File: src/rtl/int_req_collector.sv
// Interrupt request collector: synchronizes raw peripheral interrupt lines into
// the clk domain and, per source, either passes the synchronized level through
// or latches rising edges into a pending bit that holds until int_fin_i.
//
// Ports:
//   clk          system clock
//   rst_n_i      asynchronous active-low reset, synchronous release
//   irq_i        raw interrupt lines, asynchronous to clk
//   edge_mode_i  per source: 1 = rising-edge latched, 0 = level pass-through
//   int_fin_i    one-cycle per-source serviced pulse from the controller
//   ovf_clr_i    one-cycle per-source clear of the overflow flag
//   int_req_o    registered request bus (the pending bits)
//   overflow_o   registered sticky flag: edge arrived while already pending
module int_req_collector #(
    parameter int unsigned N_SRC       = 6,
    parameter int unsigned SYNC_STAGES = 2
) (
    input  logic             clk,
    input  logic             rst_n_i,
    input  logic [N_SRC-1:0] irq_i,
    input  logic [N_SRC-1:0] edge_mode_i,
    input  logic [N_SRC-1:0] int_fin_i,
    input  logic [N_SRC-1:0] ovf_clr_i,
    output logic [N_SRC-1:0] int_req_o,
    output logic [N_SRC-1:0] overflow_o
);

    localparam int unsigned LAST_STAGE = SYNC_STAGES - 1;

    logic [N_SRC-1:0] sync_q [SYNC_STAGES];
    logic [N_SRC-1:0] prev_q;
    logic [N_SRC-1:0] pend_q;
    logic [N_SRC-1:0] pend_d;
    logic [N_SRC-1:0] ovf_q;
    logic [N_SRC-1:0] ovf_d;
    logic [N_SRC-1:0] ovf_set;
    logic [N_SRC-1:0] sync;
    logic [N_SRC-1:0] rise;

    // Plain flop chain per bit; nothing between stages.
    always_ff @(posedge clk or negedge rst_n_i) begin
        if (!rst_n_i) begin
            for (int s = 0; s < int'(SYNC_STAGES); s++) begin
                sync_q[s] <= '0;
            end
        end else begin
            sync_q[0] <= irq_i;
            for (int s = 1; s < int'(SYNC_STAGES); s++) begin
                sync_q[s] <= sync_q[s-1];
            end
        end
    end

    assign sync = sync_q[LAST_STAGE];
    // History resets low, so a line high at release yields exactly one rise.
    assign rise = sync & ~prev_q;

    // Per-source pending / overflow next state.
    always_comb begin
        pend_d  = pend_q;
        ovf_set = '0;
        for (int i = 0; i < int'(N_SRC); i++) begin
            if (edge_mode_i[i]) begin
                if (rise[i]) begin
                    // A fin in the same cycle services the old event, so no overflow.
                    pend_d[i]  = 1'b1;
                    ovf_set[i] = pend_q[i] & ~int_fin_i[i];
                end else if (int_fin_i[i]) begin
                    pend_d[i] = 1'b0;
                end
            end else begin
                pend_d[i] = sync[i];
            end
        end
        // Set wins over a simultaneous clear.
        ovf_d = ovf_set | (ovf_q & ~ovf_clr_i);
    end

    // State registers.
    always_ff @(posedge clk or negedge rst_n_i) begin
        if (!rst_n_i) begin
            prev_q <= '0;
            pend_q <= '0;
            ovf_q  <= '0;
        end else begin
            prev_q <= sync;
            pend_q <= pend_d;
            ovf_q  <= ovf_d;
        end
    end

    assign int_req_o  = pend_q;
    assign overflow_o = ovf_q;

endmodule

File: config.mk
export PLATFORM = sky130hd
export DESIGN_NAME = int_req_collector
export DESIGN_NICKNAME = d
export VERILOG_FILES = /design/src/rtl/int_req_collector.sv
export SDC_FILE = /design/constraint.sdc
export NUM_CORES = 1
export LEC_CHECK = 0
export ABC_AREA = 1
export BUFFER_PORTS_ARGS = -buffer_cell sky130_fd_sc_hd__buf_2
export CORE_ASPECT_RATIO = 1.4
export CORE_MARGIN = 2
export CORE_UTILIZATION = 40
export DETAILED_ROUTE_END_ITERATION = 8
export PLACE_DENSITY = 0.78
export SLEW_MARGIN = 40
export SYNTH_ARGS = -nofsm -noshare
export SYNTH_HDL_FRONTEND = slang
export SYNTH_SLANG_ARGS = --single-unit
File: constraint.sdc
create_clock -name clk -period 0.8 [get_ports clk]
set_input_delay 0 -clock clk [delete_from_list [all_inputs] [get_ports clk]]
set_output_delay 0 -clock clk [all_outputs]
set_load 0.01 [all_outputs]
==> impl_metrics.ini, run 1 <==
[outcome]
status = finished with violations
violations = setup timing

[floorplanning]
start_util_pct = 42.4
die_y_um = 63.9
die_w_um = 46.8
die_area_mm2 = 0.00299
io_pins = 38
num_rows = 21
core-area_mm2 = 0.00242

[yosys]
yosysWarnings = 0
netlist.area_leader.share_pct = 73.2
synth.distinct_cells = 6
ys_ff_latch = 30
yosys.area.top_type = dfrtp_1
synth.avg_cell_area_um2 = 10.3
synth_nets = 126
yosysSeqAreaShare_pct = 73.2
yosys-top-cells-area = dfrtp_1, nand2_1, inv_1
syn_area_mm2 = 0.00103
synth_cells = 100

[clocking]
cts_tree = yes
h-tree-depth = 2
clock_sinks = 30
clock_path_buffers = 2
numCtsBuffers = 5
cts_root_buf = clkbuf_4
clkLatencyLatePin_ns = 0.31
clk_pin_slew_worst_paths_ns = 0.08

[timing]
finalSetupViolations = 12
skew_ns = 0.00552
drv_slew = 0
fmax_mhz = 1190
max_slew.worst_pin.slew_ns = 0.359
postLayoutSetupSlackWorst_ns = -0.0426
finalCriticalPeriod_ns = 0.843
rsz0062_at_grt = yes
fin_crit_sh_pct = 105
hold_violations = 0
slew_headroom_pct = 76.1

[grt]
grt_max_degree = 31
grt_antenna_before_repair = 0
grt-ovfl-total = 0
grt_usage_pct = 15.8
grt_pass1_vias = 866
grt_pass1_wl_mm = 3.31

[detailed_routing]
first_pass_iters = 4
routedWlPerCell_um = 10.2
ant_nets = 0
routed-via-count = 839
routed_wl_mm = 2.09
remaining_drc_errors = 0
vias_per_cell = 4.07
drt_iter0_markers = 12

[worst_setup_path]
crit_end = int_req_o[5]
cp.depth = 1
worst-setup-path-type = reg -> out
path_delay_family = flip-flops
slowest_delay_ns = 0.39
r2r-end = int_req_o[5]
reg2reg_from = sync[5]
end_kind = output port
crit_chain = buf_2
crit_buf_inv = 1
r2r_cells = 4
cp_slowest_cell = dfrtp_1
crit_arrival_ns = 0.84
crit_start = int_req_o[5]
rrSetupSlack_ns = 0.04
cp-start-kind = register
crit_required_ns = 0.80
cp_max_fo = 2

[place]
post-dp-hpwl_mm = 1.30
place_area_mm2 = 0.00126
place_congestion = 0.652
dp.cells = 172
port_buffers = 37

[min_path]
holdCritPathClass = in -> async

[cells_and_area]
nFillCells = 201
drive_gt1_share_pct = 32.6
syn2layout_area_growth_pct = 54.6
fin_cells = 206
utilization_pct = 65.6
n_antenna_cell = 0
postLayoutCellArea_mm2 = 0.00159
nets = 197

[pwr]
power.leakage_nw = 0.862
peakVddDrop_uv = 1420
powerDensity_mw_per_mm2 = 1810

[run]
cap_viol_max_count = 0
worst min-delay path by stage:
stage                 start      endpoint  slack [ns]  depth (start not counted)
CTS                 rst_n_i     prev_q[0]        0.21                          3
floorplan           rst_n_i  int_req_o[0]       -0.30                          0
global placement    rst_n_i     sync_q[7]        0.02                          2
finish              rst_n_i     sync_q[7]        0.23                          3
detailed placement  rst_n_i     sync_q[7]        0.03                          2
global route        rst_n_i       sync[0]        0.24                          3
worst reg2reg max path: stages, from the launching register on:
cell     delay, ns
dfrtp_1       0.40
inv_2         0.07
nor2_1        0.04
nor2_1        0.09
nand2_1       0.05
metal layers:
| metal | up-vias | wire length, um | GRT usage, % |
|---|---|---|---|
| li1 | 432 | - | - |
| met5 | - | 0 | 0 |
| met2 | 28 | 1190 | 28.3 |
| met1 | 374 | 771 | 15.2 |
| met4 | 0 | 36 | 8.33 |
| met3 | 5 | 91 | 4.24 |
synth_stat cells, drive strengths merged:
| master | instances |
|---|---|
| inv | 16 |
| nor2 | 20 |
| o21ai | 2 |
| nand2 | 32 |
| dfrtp | 30 |
area by class of cell:
class,instances,area [um^2],share of cell area [%]
Sequential cell,30,751,47.3
Timing Repair Buffer,64,450,28.4
Multi-Input combinational cell,54,223,14.0
Inverter,16,60.1,3.79
Clock buffer,7,55.1,3.47
Tap cell,34,42.5,2.68
Clock inverter,1,5.00,0.315
repair_timing:
item,in CTS,in global routing
endpoints found under the hold margin,48,0
hold buffers,25,0
resized for setup,0,6
endpoints found under the setup margin,12,19
pin swaps,0,4
buffers inserted,1,0
logic make-up (layout without fill, tap and decap cells):
| group | after synthesis | after routing | synth area share, % |
|---|---|---|---|
| AND/OR/NAND/NOR | 52 | 52 | 20.0 |
| flip-flops | 30 | 30 | 73.2 |
| buffers and inverters | 16 | 88 | 5.85 |
| AO/OA/AOI/OAI | 2 | 2 | 0.976 |
report_power, final:
part / leakage (nW) / switching (mW) / internal [mW] / total, mW
Clock: 0.0353 / 0.452 / 0.425 / 0.878
Combinational: 0.465 / 0.160 / 0.192 / 0.351
Sequential: 0.362 / 0.0411 / 1.60 / 1.64
Total: 0.862 / 0.653 / 2.22 / 2.87
through the flow:
stage                     power, mW  hold slack (ns)  setup TNS [ns]  worst slack (ns)
after floorplan                1.76           -0.296               0            0.0924
after global placement         1.90           0.0168               0            0.0810
after detailed placement       1.92           0.0264               0            0.0255
after CTS                      2.92            0.214          -0.570           -0.0605
after global routing           3.02            0.244          -0.949           -0.0944
final                          2.87            0.232          -0.353           -0.0426
layout by cell type (no fill, tap or decap), drive strengths merged:
cell type and count:
o21ai 2, dlygate4sd3 25, inv 16, dfrtp 30, clkinv 1, clkbuf 7
nand2 32, nor2 20, buf 39
registers in the layout, indices dropped and copies added (netlist names):
register    cells
sync            6
sync_q          6
int_req_o       6
overflow_o      6
prev_q          6
(Power assumes the default switching activity.)
==> run 2, diff against run 1 <==
Settings changed: CTS_CLUSTER_DIAMETER set to 150, PLACE_DENSITY 0.78 to 0.8.
==> impl_metrics.ini, run 2 (synthesized netlist as in run 1, its figures left out) <==
[timing]
finalSetupViolations = 12
fin_crit_sh_pct = 107
drv_slew = 0
skew_ns = 0.00600
fmax_mhz = 1170
finalCriticalPeriod_ns = 0.854
slew_headroom_pct = 75.9
postLayoutSetupSlackWorst_ns = -0.0537
setup-tns-final_ns = -0.502
hold_violations = 0
max_slew.worst_pin.slew_ns = 0.361
rsz0062_at_grt = yes

[floorplanning]
start_util_pct = 42.4
io_pins = 38
die_y_um = 63.9
core-area_mm2 = 0.00242
die_area_mm2 = 0.00299
die_w_um = 46.8
num_rows = 21

[cells_and_area]
syn2layout_area_growth_pct = 58.3
layout_common_cells = buf_2, nand2_1, dfrtp_1
mostFrequentLayoutCell = buf_2
utilization_pct = 67.2
nets = 201
n_antenna_cell = 0
drive_gt1_share_pct = 35.1

[pwr]
power_mw = 2.87
p_sw_mw = 0.662
powerDensity_mw_per_mm2 = 1770
pwr-share-comb_pct = 13.4
p_clk_share_pct = 29.4
power.leakage_nw = 0.884
internal_power_mw = 2.21
peakVddDrop_uv = 1310
seqPwrFrac_pct = 57.3
switching_share_pct = 23.1

[grt]
grt_pass1_vias = 894
grt_pass1_wl_mm = 3.44
grt_max_degree = 31
grt_usage_pct = 16.6
grt_antenna_before_repair = 0
grt-ovfl-total = 0

[worst_setup_path]
r2r_cells = 5
r2r-end = overflow_o[4]
cp.depth = 1
crit_required_ns = 0.80
cp-start-kind = register
crit_arrival_ns = 0.85
crit_chain = buf_2
end_kind = output port
cp_max_fo = 2
slowest_delay_ns = 0.40
cp_slowest_cell = dfrtp_1
worst-setup-path-type = reg -> out
rrSetupSlack_ns = 0.01
path_delay_family = flip-flops
reg2reg_from = int_req_o[4]
crit_buf_inv = 1

[clocking]
clock_path_buffers = 2
h-tree-depth = 2
clkLatencyLatePin_ns = 0.32
numCtsBuffers = 5
clk_pin_slew_worst_paths_ns = 0.08
clock_sinks = 30
cts_root_buf = clkbuf_4
cts_tree = yes

[detailed_routing]
routedWlPerCell_um = 10.7
first_pass_iters = 4
vias_per_cell = 4.25
routed-via-count = 883
drt_iter0_markers = 18
routed_wl_mm = 2.22
remaining_drc_errors = 0
ant_nets = 0

[min_path]
holdCritPathClass = in -> async

[place]
post-dp-hpwl_mm = 1.23
port_buffers = 37
place_congestion = 0.647

[outcome]
status = finished with violations
violations = setup timing

[run]
cap_viol_max_count = 0
-- run 2: cell count changes in the layout (fill, tap and decap cells not counted), sizes merged --
cell	change
clkinv	-1
buf	+4
clkbuf	-1
-- run 2: timing repair --
action,4_1_cts,5_1_grt
gates resized for setup,1,11
setup endpoints to repair,12,21
hold buffers,25,0
pin swaps,0,6
hold endpoints to repair,48,0
setup buffers,3,2
-- run 2: routing by layer --
layer	vias up	share of wire, %	global-route usage, %
li1	438	-	-
met3	10	4.5	5.93
met1	408	35	15.5
met4	0	4.2	10.4
met2	27	57	28.4
met5	-	0	0
-- run 2: final cells by class --
type,instances,area [um^2]
multi-input combinational,54,235
tap,34,42.5
clock buffer,6,51.3
sequential,30,751
timing repair buffer,68,484
inverter,16,60.1
fill,204,793
-- run 2: worst max-delay path by stage --
stage / to / startpoint
after CTS: overflow_o[1] / overflow_o[1]
final: int_req_o[1] / int_req_o[1]
after floorplan: overflow_o[2] / int_req_o[2]
after global placement: int_req_o[2] / sync[2]
after global routing: int_req_o[1] / int_req_o[1]
after detailed placement: int_req_o[5] / sync[5]
-- run 2: stage by stage --
stage	std cells	worst slack, ns	hold WS (ns)	area (um^2)
2_1_floorplan	100	0.0924	-0.296	1030
3_3_place_gp	172	0.0775	0.0193	1260
3_5_place_dp	172	0.0350	0.0321	1260
4_1_cts	206	-0.0630	0.214	1590
5_1_grt	208	-0.108	0.237	1620
6_report	208	-0.0537	0.218	1620
-- run 2: power by group through the flow --
| stage | clock network (mW) | registers (mW) | logic, mW |
|---|---|---|---|
| floorplan | 0 | 1.68 | 0.0794 |
| global placement | 0 | 1.66 | 0.240 |
| detailed placement | 0 | 1.67 | 0.251 |
| CTS | 0.874 | 1.64 | 0.360 |
| global route | 0.942 | 1.65 | 0.424 |
| finish | 0.843 | 1.64 | 0.383 |
==> run 3, diff against run 2 <==
Settings changed: CORE_UTILIZATION 40 to 30, PLACE_DENSITY 0.8 to unset.
==> impl_metrics.ini, run 3 (synthesized netlist as in run 1, its figures left out) <==
[timing]
finalSetupViolations = 0
rsz0062_at_grt = yes
finalCriticalPeriod_ns = 0.797
slew_headroom_pct = 75.1
postLayoutSetupSlackWorst_ns = 0.00267
fmax_mhz = 1250
fin_crit_sh_pct = 99.7
max_slew.worst_pin.slew_ns = 0.374
hold_violations = 0
skew_ns = 0.00687
drv_slew = 0

[clocking]
clkLatencyLatePin_ns = 0.27
cts_tree = yes
numCtsBuffers = 5
clock_path_buffers = 2
h-tree-depth = 2
clk_pin_slew_worst_paths_ns = 0.06
clock_sinks = 30
cts_root_buf = clkbuf_8

[grt]
grt_pass1_wl_mm = 3.07
grt_usage_pct = 11.4
grt_pass1_vias = 768
grt-ovfl-total = 0
grt_antenna_before_repair = 0
grt_max_degree = 31

[cells_and_area]
drive_gt1_share_pct = 31.7
nets = 192
syn2layout_area_growth_pct = 54.9
layout_common_cells = buf_2, nand2_1, dfrtp_1
mostFrequentLayoutCell = buf_2
utilization_pct = 47.9
n_antenna_cell = 0

[detailed_routing]
routedWlPerCell_um = 9.38
first_pass_iters = 4
drt_iter0_markers = 8
routed_wl_mm = 1.94
remaining_drc_errors = 0
routed-via-count = 818
vias_per_cell = 3.95
ant_nets = 0

[min_path]
min_path_cells = 4
holdCritPathClass = in -> reg

[place]
place_ws_ns = 0.0303
post-dp-hpwl_mm = 1.33
place_congestion = 0.626
port_buffers = 37

[floorplanning]
io_pins = 38
die_area_mm2 = 0.00391
num_rows = 25
die_y_um = 73.2
die_w_um = 53.4
core-area_mm2 = 0.00332
start_util_pct = 30.9

[worst_setup_path]
crit_chain = buf_2
slowest_delay_ns = 0.38
end_kind = output port
crit_required_ns = 0.80
worst-setup-path-type = reg -> out
cp_max_fo = 2
cp_slowest_cell = dfrtp_1
crit_arrival_ns = 0.80
path_delay_family = flip-flops
cp.depth = 1
cp-start-kind = register
crit_buf_inv = 1
r2r_cells = 4

[pwr]
peakVddDrop_uv = 1800
powerDensity_mw_per_mm2 = 2140
power.leakage_nw = 0.862

[outcome]
status = completed

[run]
cap_viol_max_count = 0
-- run 3: cell count changes in the layout (fill, tap and decap cells not counted), moves of 2 or more --
cell           previous run  this run
dlygate4sd3_1            25        19
clkbuf_4                  5         0
clkbuf_8                  1         5
buf_4                     5         3
clkbuf_1                  0         2
inv_1                    12        14
inv_2                     4         2
nor2_1                   13        15
-- run 3: path summary, 6_finish.rpt --
path / start / end / slack, ns
max reg2reg: sync[2] / int_req_o[2] / 0.03
min: edge_mode_i[4] / int_req_o[4] / 0.02
min reg2reg: sync_q[7] / sync[1] / 0.35
min in group asynchronous: rst_n_i / sync[0] / 0.27
max in group asynchronous: rst_n_i / overflow_o[3] / 0.25
max: overflow_o[0] / overflow_o[0] / 0.003
-- run 3: timing repair --
| action | in CTS | in global routing |
|---|---|---|
| endpoints found under the hold margin | 48 | 0 |
| hold buffers | 19 | 0 |
| pin swaps | 0 | 4 |
| setup buffers | 0 | 2 |
| gates resized for setup | 0 | 4 |
| setup endpoints to repair | 6 | 14 |
-- run 3: through the flow --
| step | hold WS, ns | instances | power (mW) | area, um^2 | TNS [ns] |
|---|---|---|---|---|---|
| after detailed placement | 0.0322 | 178 | 1.92 | 1270 | 0 |
| final | 0.0171 | 207 | 3.41 | 1590 | 0 |
| after global placement | 0.0235 | 178 | 1.90 | 1270 | 0 |
| after floorplan | -0.296 | 100 | 1.76 | 1030 | 0 |
| after global routing | 0.0206 | 207 | 3.60 | 1590 | -0.236 |
| after CTS | 0.00616 | 205 | 3.46 | 1570 | -0.0309 |
-- run 3: final cells by class --
type | instances | area (um^2)
timing repair buffer | 59 | 404
inverter | 16 | 60.1
multi-input combinational | 54 | 218
clock inverter | 1 | 30.0
fill | 333 | 1730
tap | 40 | 50.0
clock buffer | 7 | 76.3
sequential | 30 | 751
-- run 3: routing by layer --
| metal | global-route usage (%) | part of all wire, % | up-vias |
|---|---|---|---|
| met1 | 10.7 | 41 | 364 |
| li1 | - | - | 422 |
| met2 | 19.2 | 51 | 25 |
| met3 | 5.74 | 6.1 | 7 |
| met5 | 0 | 0 | - |
| met4 | 6.84 | 2.1 | 0 |
-- run 3: power breakdown --
group	internal [mW]	switching [mW]
clock	0.930	0.505
combinational	0.176	0.151
sequential	1.60	0.0406
total	2.71	0.697
